<file path="config.mk">
export PLATFORM = sky130hd
export DESIGN_NAME = ysyx_25060170_ifu_fetch
export DESIGN_NICKNAME = d
export VERILOG_FILES = /design/src/rtl/ysyx_25060170_pkg.sv /design/src/rtl/ysyx_25060170_ifu_perf.sv /design/src/rtl/ysyx_25060170_ifu_fetch.sv
export SDC_FILE = /design/constraint.sdc
export NUM_CORES = 1
export LEC_CHECK = 0
export BUFFER_PORTS_ARGS = -buffer_cell sky130_fd_sc_hd__clkbuf_2
export CORE_MARGIN = 2
export CORE_UTILIZATION = 51
export CTS_CLUSTER_DIAMETER = 100
export CTS_CLUSTER_SIZE = 12
export DETAILED_ROUTE_END_ITERATION = 10
export MAX_ROUTING_LAYER = met4
export PLACE_DENSITY_LB_ADDON = 0.3
export SLEW_MARGIN = 5
export SYNTH_ARGS = -nofsm -noshare
export SYNTH_HDL_FRONTEND = slang
export SYNTH_SLANG_ARGS = --single-unit
</file>
<file path="constraint.sdc">
create_clock -name clk -period 6.45 [get_ports clk]
set_clock_uncertainty 0.05 [all_clocks]
set_input_delay 0.3225 -clock clk [delete_from_list [all_inputs] [get_ports clk]]
set_output_delay 0.3225 -clock clk [all_outputs]
set_load 0.005 [all_outputs]
</file>
<file path="src/rtl/ysyx_25060170_pkg.sv">
// ysyx_25060170_pkg -- shared types and defaults for the instruction fetch unit.
// Revision 1.0
`default_nettype none

package ysyx_25060170_pkg;

  localparam int          XLEN         = 32;
  localparam logic [31:0] RESET_PC_DEF = 32'h8000_0000;
  localparam logic [31:0] NOP_INST_DEF = 32'h0000_0013;

  typedef enum logic [1:0] {
    IDLE = 2'd0,
    REQ  = 2'd1,
    WAIT = 2'd2,
    HOLD = 2'd3
  } ifu_state_t;

  function automatic logic [XLEN-1:0] seq_pc(input logic [XLEN-1:0] pc);
    return pc + 32'd4;
  endfunction

endpackage

`default_nettype wire

</file>
<file path="src/rtl/ysyx_25060170_ifu_perf.sv">
// ============================================================================
// Module   : ysyx_25060170_ifu_perf
// Brief    : delivered-instruction and stall counters, only built with
//            YSYX_25060170_IFU_PERF_EN.
// Revision : 1.0
// ============================================================================
`default_nettype none

`ifdef YSYX_25060170_IFU_PERF_EN
module ysyx_25060170_ifu_perf (
    input  logic        clk,
    input  logic        rst,
    input  logic        i_fetch_fire,
    input  logic        i_stall,
    output logic [31:0] o_fetch_cnt,
    output logic [31:0] o_stall_cnt
);

    logic [31:0] r_fetch_cnt;
    logic [31:0] r_stall_cnt;

    always_ff @(posedge clk or posedge rst) begin
        if (rst) begin
            r_fetch_cnt <= 32'h0;
            r_stall_cnt <= 32'h0;
        end else begin
            if (i_fetch_fire) r_fetch_cnt <= r_fetch_cnt + 32'd1;
            if (i_stall)      r_stall_cnt <= r_stall_cnt + 32'd1;
        end
    end

    assign o_fetch_cnt = r_fetch_cnt;
    assign o_stall_cnt = r_stall_cnt;

    task IFU_SEND_PERF(output int fetch, output int stall);
        fetch = int'(r_fetch_cnt);
        stall = int'(r_stall_cnt);
    endtask

endmodule
`endif

`default_nettype wire

</file>
<file path="src/rtl/ysyx_25060170_ifu_fetch.sv">
// ysyx_25060170_ifu_fetch -- fetch FSM, PC and decode-side output registers.
// Optional perf counters with YSYX_25060170_IFU_PERF_EN. Revision 1.0
`default_nettype none

module ysyx_25060170_ifu_fetch
  import ysyx_25060170_pkg::*;
#(
  parameter logic [31:0] RESET_PC = RESET_PC_DEF,
  parameter logic [31:0] NOP_INST = NOP_INST_DEF
) (
  input  logic            clk,
  input  logic            rst,
  input  logic            redirect_valid_i,
  input  logic [XLEN-1:0] redirect_pc_i,
  output logic            imem_req_valid_o,
  input  logic            imem_req_ready_i,
  output logic [XLEN-1:0] imem_req_addr_o,
  input  logic            imem_rsp_valid_i,
  input  logic [XLEN-1:0] imem_rsp_data_i,
  input  logic            imem_rsp_err_i,
  output logic            inst_valid_o,
  input  logic            inst_ready_i,
  output logic [XLEN-1:0] inst_o,
  output logic [XLEN-1:0] pc_o,
  output logic            fetch_err_o,
  output logic [XLEN-1:0] perf_fetch_cnt_o,
  output logic [XLEN-1:0] perf_stall_cnt_o
);

  ifu_state_t      r_state, w_state_nxt;
  logic [XLEN-1:0] r_pc, w_pc_nxt;
  logic [XLEN-1:0] r_addr, w_addr_nxt;
  logic            r_kill, w_kill_nxt;
  logic            w_latch;
  logic [XLEN-1:0] r_inst, r_pc_o;
  logic            r_err;
  logic [XLEN-1:0] w_target;
  logic            w_unused_lo;

  assign w_target    = {redirect_pc_i[XLEN-1:2], 2'b00};
  assign w_unused_lo = ^redirect_pc_i[1:0];

  // r_addr is kept apart from r_pc so an unaccepted request holds its address across a redirect.
  always_ff @(posedge clk or posedge rst) begin
    if (rst) begin
      r_state <= IDLE;
      r_pc    <= RESET_PC;
      r_addr  <= RESET_PC;
      r_kill  <= 1'b0;
    end else begin
      r_state <= w_state_nxt;
      r_pc    <= w_pc_nxt;
      r_addr  <= w_addr_nxt;
      r_kill  <= w_kill_nxt;
    end
  end

  always_comb begin
    w_state_nxt = r_state;
    w_pc_nxt    = r_pc;
    w_addr_nxt  = r_addr;
    w_kill_nxt  = r_kill;
    w_latch     = 1'b0;
    case (r_state)
      IDLE: begin
        w_state_nxt = REQ;
        w_addr_nxt  = r_pc;
      end
      REQ: begin
        if (redirect_valid_i) begin
          w_pc_nxt   = w_target;
          w_kill_nxt = 1'b1;
        end
        if (imem_req_ready_i) w_state_nxt = WAIT;
      end
      WAIT: begin
        if (redirect_valid_i) begin
          w_pc_nxt = w_target;
          if (imem_rsp_valid_i) begin
            w_state_nxt = REQ;
            w_addr_nxt  = w_target;
            w_kill_nxt  = 1'b0;
          end else begin
            w_kill_nxt  = 1'b1;
          end
        end else if (imem_rsp_valid_i) begin
          if (r_kill) begin
            w_state_nxt = REQ;
            w_addr_nxt  = r_pc;
            w_kill_nxt  = 1'b0;
          end else begin
            w_state_nxt = HOLD;
            w_latch     = 1'b1;
          end
        end
      end
      HOLD: begin
        if (redirect_valid_i) begin
          w_state_nxt = REQ;
          w_pc_nxt    = w_target;
          w_addr_nxt  = w_target;
        end else if (inst_ready_i) begin
          w_state_nxt = REQ;
          w_pc_nxt    = seq_pc(r_pc);
          w_addr_nxt  = seq_pc(r_pc);
        end
      end
      default: w_state_nxt = IDLE;
    endcase
  end

  always_ff @(posedge clk or posedge rst) begin
    if (rst) begin
      r_inst <= '0;
      r_pc_o <= RESET_PC;
      r_err  <= 1'b0;
    end else if (w_latch) begin
      r_inst <= imem_rsp_err_i ? NOP_INST : imem_rsp_data_i;
      r_pc_o <= r_pc;
      r_err  <= imem_rsp_err_i;
    end else if ((r_state == HOLD) && (w_state_nxt != HOLD)) begin
      r_err  <= 1'b0;
    end
  end

  assign imem_req_valid_o = (r_state == REQ);
  assign imem_req_addr_o  = r_addr;
  assign inst_valid_o     = (r_state == HOLD);
  assign inst_o           = r_inst;
  assign pc_o             = r_pc_o;
  assign fetch_err_o      = r_err;

`ifdef YSYX_25060170_IFU_PERF_EN
  logic w_fire;
  logic w_stall;

  assign w_fire  = inst_valid_o & inst_ready_i;
  assign w_stall = (r_state == REQ) || (r_state == WAIT);

  ysyx_25060170_ifu_perf u_perf (
    .clk          (clk),
    .rst          (rst),
    .i_fetch_fire (w_fire),
    .i_stall      (w_stall),
    .o_fetch_cnt  (perf_fetch_cnt_o),
    .o_stall_cnt  (perf_stall_cnt_o)
  );
`else
  assign perf_fetch_cnt_o = 32'h0;
  assign perf_stall_cnt_o = 32'h0;
`endif

endmodule

`default_nettype wire

</file>
==> flow_metrics.tcl, run 1 <==
set metrics [dict create \
    drc 0 \
    cpMostUsedCell "buf_4" \
    syn_area_sq_um 7370 \
    finalCriticalPeriod_ns 2.97 \
    yosys_warnings 0 \
    gr-total-overflow 0 \
    reg2regPathDepth 8 \
    drive_gt1_share_pct 26.8 \
    h-tree-depth 4 \
    cts_root_buf "clkbuf_16" \
    postCtsHoldBufs 0 \
    post-place-cells 1112 \
    path_cells "ha_1, buf_4, inv_1, nor2_2, buf_4, o21ai_0, a21oi_1, a311oi_1" \
    layout_commonest_cell "clkbuf_2" \
    status "complete, but fails checks" \
    final_cells 1144 \
    fin_setup_tns_ns 0 \
    worst_pin_slew_ns 0.974 \
    die_x_um 124 \
    ys.flop_type "dfrtp_1" \
    max_slew_margin_pct 35.1 \
    worst_ep_required_time_ns 6.68 \
    final_hold_viol_count 43 \
    finalCoreUtilization_pct 61.8 \
    start_kind "flop" \
    cts_tree "built" \
    cts_buffer_depth 2 \
    r2r_slack_ns 3.48 \
    core_sq_um 14000 \
    antenna_found_initial 0 \
    setup.worst_path.class "reg -> reg" \
    dieArea_sq_um 15400 \
    clkLatencyLatePin_ns 0.42 \
    synth-seq-cells 132 \
    io_buffers 167 \
    die_h_um 124 \
    start_util_pct 52.7 \
    ant_nets 0 \
    clkSinkCount 132 \
    area_growth_pct 17.3 \
    slowest_stage "nor2_2" \
    drt_iter0_markers 596 \
    cts-buffers-inserted 17 \
    via_per_inst 5.60 \
    power_density_nw_per_um2 482 \
    final_cell_mix "clkbuf_2 (167), dfrtp_1 (129), nand2_1 (123), o21ai_0 (79), conb_1 (64)" \
    hpwlAfterDp_um 12800 \
    peakVddDrop_mv 0.331 \
    grt_use_total_pct 25.9 \
    num_antenna_cells 0 \
    ys_seq_area_share_pct 44.9 \
    violations "hold timing" \
    rsz0062_at_grt "no" \
    p_leak_nw 4.15 \
    maxCapViolCount 0 \
    io_pins 234 \
    worstSetupEndpointType "flop" \
    postSynthAreaPerCell_sq_um 9.01 \
    post-route-period-util_pct 46.1 \
    grt_pass1_wl_um 31400 \
    fin_ws_ns 3.48 \
    gp_congestion 0.865 \
    ys_types 69 \
    clk_pin_slew_ns 0.06 \
    fin_nets 1027 \
    drv_slew 0 \
    grt_pass1_vias 5940 \
    routedWlPerCell_um 16.8 \
    hold_path.class "in -> async" \
    syn_inst 818 \
    post-cts-setup-buffers 0 \
    synth_edf_count 0 \
    worst_path_dominant_cell_family "buffers and inverters" \
    crit_buf_inv 3 \
    clock.fmax_mhz 336 \
    dp_slack_ns 3.47 \
    fin_hold_ws_ns -0.0188 \
    rows 43 \
    grt_max_degree 80 \
    cp.arrival_ns 3.20 \
    post_cts_resized 0 \
    worstPathMaxFanout 32 \
    critPathMaxStageDelay_ns 0.77 \
    path_depth 8 \
    vias 6412 \
    routed_wl_um 19300 \
    dr.pass1.iters 7 \
    setup_viol 0 \
    async_flop_share_pct 100 \
    p_total_mw 4.16 \
]
-- per-stage QoR --
step / hold slack [ns] / cell area, sq um
CTS: 0.00584 / 8650
global route: 0.0563 / 8650
finish: -0.0188 / 8650
floorplan: 0.390 / 7610
detailed placement: 0.415 / 8020
global placement: 0.407 / 8020
-- final timing paths --
kind / to / startpoint
setup / recovery: r_pc[7] / r_state[0]
hold / removal: inst_o[7] / rst
setup reg to reg: r_pc[7] / r_state[0]
hold reg to reg: imem_req_addr_o[0] / imem_req_addr_o[0]
max in group asynchronous: pc_o[8] / rst
min in group clk: inst_o[28] / imem_rsp_data_i[28]
-- state kept, by name, indices dropped and copies added (netlist names) --
name             count
fetch_err_o          1
r_state              2
r_pc                32
r_kill               1
pc_o                32
inst_o              32
imem_req_addr_o     32
-- synth_stat cells, types with 10 or more instances --
library cell | instances | area [sq um]
buf_2 | 16 | 80.1
o21ai_1 | 10 | 50.1
buf_4 | 64 | 480
inv_1 | 16 | 60.1
a2bb2oi_1 | 11 | 96.3
nand2_1 | 123 | 462
a221oi_1 | 22 | 193
a22oi_1 | 12 | 90.1
nor2_1 | 57 | 214
nand3_1 | 15 | 75.1
o21ai_0 | 79 | 395
o22ai_1 | 15 | 93.8
mux2_2 | 26 | 293
dfrtp_1 | 129 | 3230
a21oi_1 | 44 | 220
clkbuf_1 | 39 | 146
xor2_1 | 10 | 87.6
a31oi_1 | 11 | 68.8
-- kinds of logic (layout without fill, tap and decap cells) --
family	Yosys count	after routing	share of synthesized area, %
AO/OA/AOI/OAI	243	243	21.0
flip-flops	132	132	44.9
adder cells (fa/ha/maj)	5	5	0.849
other	1	64	0.0509
XOR/XNOR	14	14	1.66
multiplexers	31	31	4.72
AND/OR/NAND/NOR	247	247	15.9
buffers and inverters	145	228	11.0
-- routing by layer --
metal  up-vias  track usage, %  part of all wire, %
li1       3052               -                    -
met1      3039            35.7                   44
met2       291            38.8                   47
met3        30            4.86                  6.8
met4         0            8.53                  1.7
met5         -               -                    0
-- cell type report --
type / instances / area [sq um]
clock buffers: 20 / 447
fillers: 1226 / 5340
repair buffers: 179 / 926
well taps: 180 / 225
multi-input cells: 604 / 3490
flip-flops and latches: 132 / 3310
clock inverters: 12 / 180
inverters: 17 / 68.8
-- power breakdown --
| group | switching (mW) | internal, mW |
|---|---|---|
| Sequential | 0.343 | 1.17 |
| Combinational | 0.929 | 0.699 |
| Clock | 0.369 | 0.658 |
Note: power is estimated with default switching activity, not from simulation.
==> run 2, diff against run 1 <==
--- a/config.mk
+++ b/config.mk
@@ -7,7 +7,7 @@
 export LEC_CHECK = 0
 export BUFFER_PORTS_ARGS = -buffer_cell sky130_fd_sc_hd__clkbuf_2
 export CORE_MARGIN = 2
-export CORE_UTILIZATION = 51
+export CORE_UTILIZATION = 47
 export CTS_CLUSTER_DIAMETER = 100
 export CTS_CLUSTER_SIZE = 12
 export DETAILED_ROUTE_END_ITERATION = 10
==> constraint.sdc (replaced) <==
create_clock -name clk -period 2.6 [get_ports clk]
set_clock_uncertainty 0.05 [all_clocks]
set_input_delay 0.13 -clock clk [delete_from_list [all_inputs] [get_ports clk]]
set_output_delay 0.13 -clock clk [all_outputs]
set_load 0.005 [all_outputs]
==> run 2 against run 1 <==
Effect of this change:
- the flow now finishes without violations
- count of clock-buffer cells in the layout shrank 2
- design area rose by 9.5%
- register-to-register slack got worse by 3.1 ns
- first-iteration DRC count fell by 15%
- die area rose by 8.2%
- hold slack improved by 0.029 ns
- global-route usage rose by 0.32 points
- cell count rose by 9.3%
- non-clock buffer count increased by 76
- sequential share of layout area down 3.3 points
- critical endpoint is now imem_req_addr_o[20]
==> flow_metrics.tcl, run 2 (synthesized netlist as in run 1, its figures left out) <==
set metrics [dict create \
    dieArea_sq_um 16700 \
    grt_use_total_pct 26.2 \
    routed_wl_um 20700 \
    worstPathMaxFanout 8 \
    r2r_slack_ns 0.38 \
    start_util_pct 48.3 \
    grt_pass1_wl_um 33400 \
    h-tree-depth 4 \
    cts-buffers-inserted 17 \
    peakVddDrop_mv 0.625 \
    cts_buffer_depth 2 \
    hpwlAfterDp_um 14000 \
    worst_ep_required_time_ns 2.84 \
    fin_hold_ws_ns 0.00989 \
    io_pins 234 \
    hold_path.class "in -> reg" \
    cp.arrival_ns 2.46 \
    clkLatencyLatePin_ns 0.42 \
    gp_congestion 0.872 \
    drv_slew 0 \
    nFillCells 1265 \
    worstSetupEndpointType "flop" \
    via_per_inst 5.37 \
    p_leak_nw 4.50 \
    final_cell_mix "clkbuf_2 (167), dfrtp_1 (129), nand2_1 (123), o21ai_0 (79), conb_1 (64)" \
    die_h_um 129 \
    clk_pin_slew_ns 0.06 \
    worst_pin_slew_ns 0.901 \
    io_buffers 167 \
    reg2reg_from "r_pc[3]" \
    post_cts_resized 0 \
    r2r-end "imem_req_addr_o[20]" \
    start_kind "flop" \
    multiInputGateArea_sq_um 3490 \
    rows 45 \
    drt_iter0_markers 509 \
    layout_commonest_cell "clkbuf_2" \
    routedWlPerCell_um 16.6 \
    max_slew_margin_pct 39.9 \
    worstHoldStart "redirect_pc_i[19]" \
    finalCriticalPeriod_ns 2.22 \
    setup_viol 0 \
    grt_max_degree 55 \
    core_sq_um 15300 \
    drc 0 \
    final_hold_viol_count 0 \
    die_x_um 129 \
    fin_nets 1103 \
    drive_gt1_share_pct 26.7 \
    final-seq-area_sq_um 3310 \
    fin_setup_tns_ns 0 \
    status "finished clean" \
    hold_end "r_pc[19]" \
    clkSinkCount 132 \
    gr-total-overflow 0 \
    num_antenna_cells 0 \
    hold_path_depth 3 \
    grt_pass1_vias 6397 \
    antenna_found_initial 0 \
    post-route-period-util_pct 85.3 \
    rsz0062_at_grt "no" \
    area_growth_pct 28.5 \
    clock.fmax_mhz 451 \
    power_density_nw_per_um2 1130 \
    setup.worst_path.class "reg -> reg" \
    vias 6718 \
    cts_tree "built" \
    cts_root_buf "clkbuf_16" \
    reg2regPathDepth 7 \
    ant_nets 0 \
    maxCapViolCount 0 \
    dr.pass1.iters 6 \
]
## run 2: cell types whose count changed in the layout (fill, tap and decap cells not counted), sizes merged
| cell | before | now |
|---|---|---|
| clkinv | 6 | 4 |
| clkinvlp | 2 | 5 |
| clkbuf | 187 | 185 |
| dlygate4sd3 | 0 | 58 |
| bufinv | 4 | 5 |
| inv | 17 | 16 |
| buf | 12 | 30 |
## run 2: how the worst max path moves through the flow
stage / startpoint / end / slack (ns) / cells past startpoint
after global routing: r_state[0] / imem_req_addr_o[24] / 0.15 / 7
after floorplan: r_state[0] / imem_req_addr_o[14] / 0.55 / 8
after detailed placement: r_pc[3] / r_pc[28] / 0.46 / 7
after CTS: r_pc[3] / r_pc[28] / 0.39 / 7
final: r_pc[3] / imem_req_addr_o[20] / 0.38 / 7
after global placement: r_pc[3] / r_pc[22] / 0.49 / 6
## run 2: what timing repair did
action,4_1_cts,5_1_grt
setup buffers,0,0
hold endpoints to repair,90,0
hold buffers,58,0
## run 2: through the flow
stage,power (mW),worst slack (ns),area [sq um],utilization [%],instances
6_report,10.7,0.381,9470,62.1,1250
4_1_cts,10.7,0.386,9470,62.1,1250
5_1_grt,11.4,0.154,9470,62.1,1250
3_3_place_gp,7.83,0.495,8240,54.0,1161
3_5_place_dp,7.93,0.455,8240,54.0,1161
2_1_floorplan,6.40,0.547,7610,-,881
## run 2: worst max-delay path, cell delays in order (launching register included)
cell and delay (ns):
dfrtp_1 0.48, ha_1 0.33, nand3_1 0.22, nor3_2 0.25, buf_4 0.19, a21boi_0 0.10
o311ai_1 0.35, a21oi_1 0.12
## run 2: final cells by class
type / count / share of cell area, %
Clock buffer: 18 / 4.64
Clock inverter: 13 / 2.19
Inverter: 17 / 0.713
Multi-Input combinational cell: 604 / 36.9
Sequential cell: 132 / 34.9
Tap cell: 211 / 2.79
Timing Repair Buffer: 255 / 17.9
## run 2: where the power goes
part | total [mW] | internal [mW] | switching, mW
combinational | 4.31 | 1.94 | 2.38
sequential | 3.71 | 2.89 | 0.820
clock | 2.63 | 1.72 | 0.914
## run 2: layer usage
metal  up-vias  routed length, um  global-route usage [%]
met1      3199               9030                    33.6
met4         0                342                    7.10
met2       282               9770                    41.8
li1       3208                  -                       -
met5         -                  0                       -
met3        29               1580                    6.15
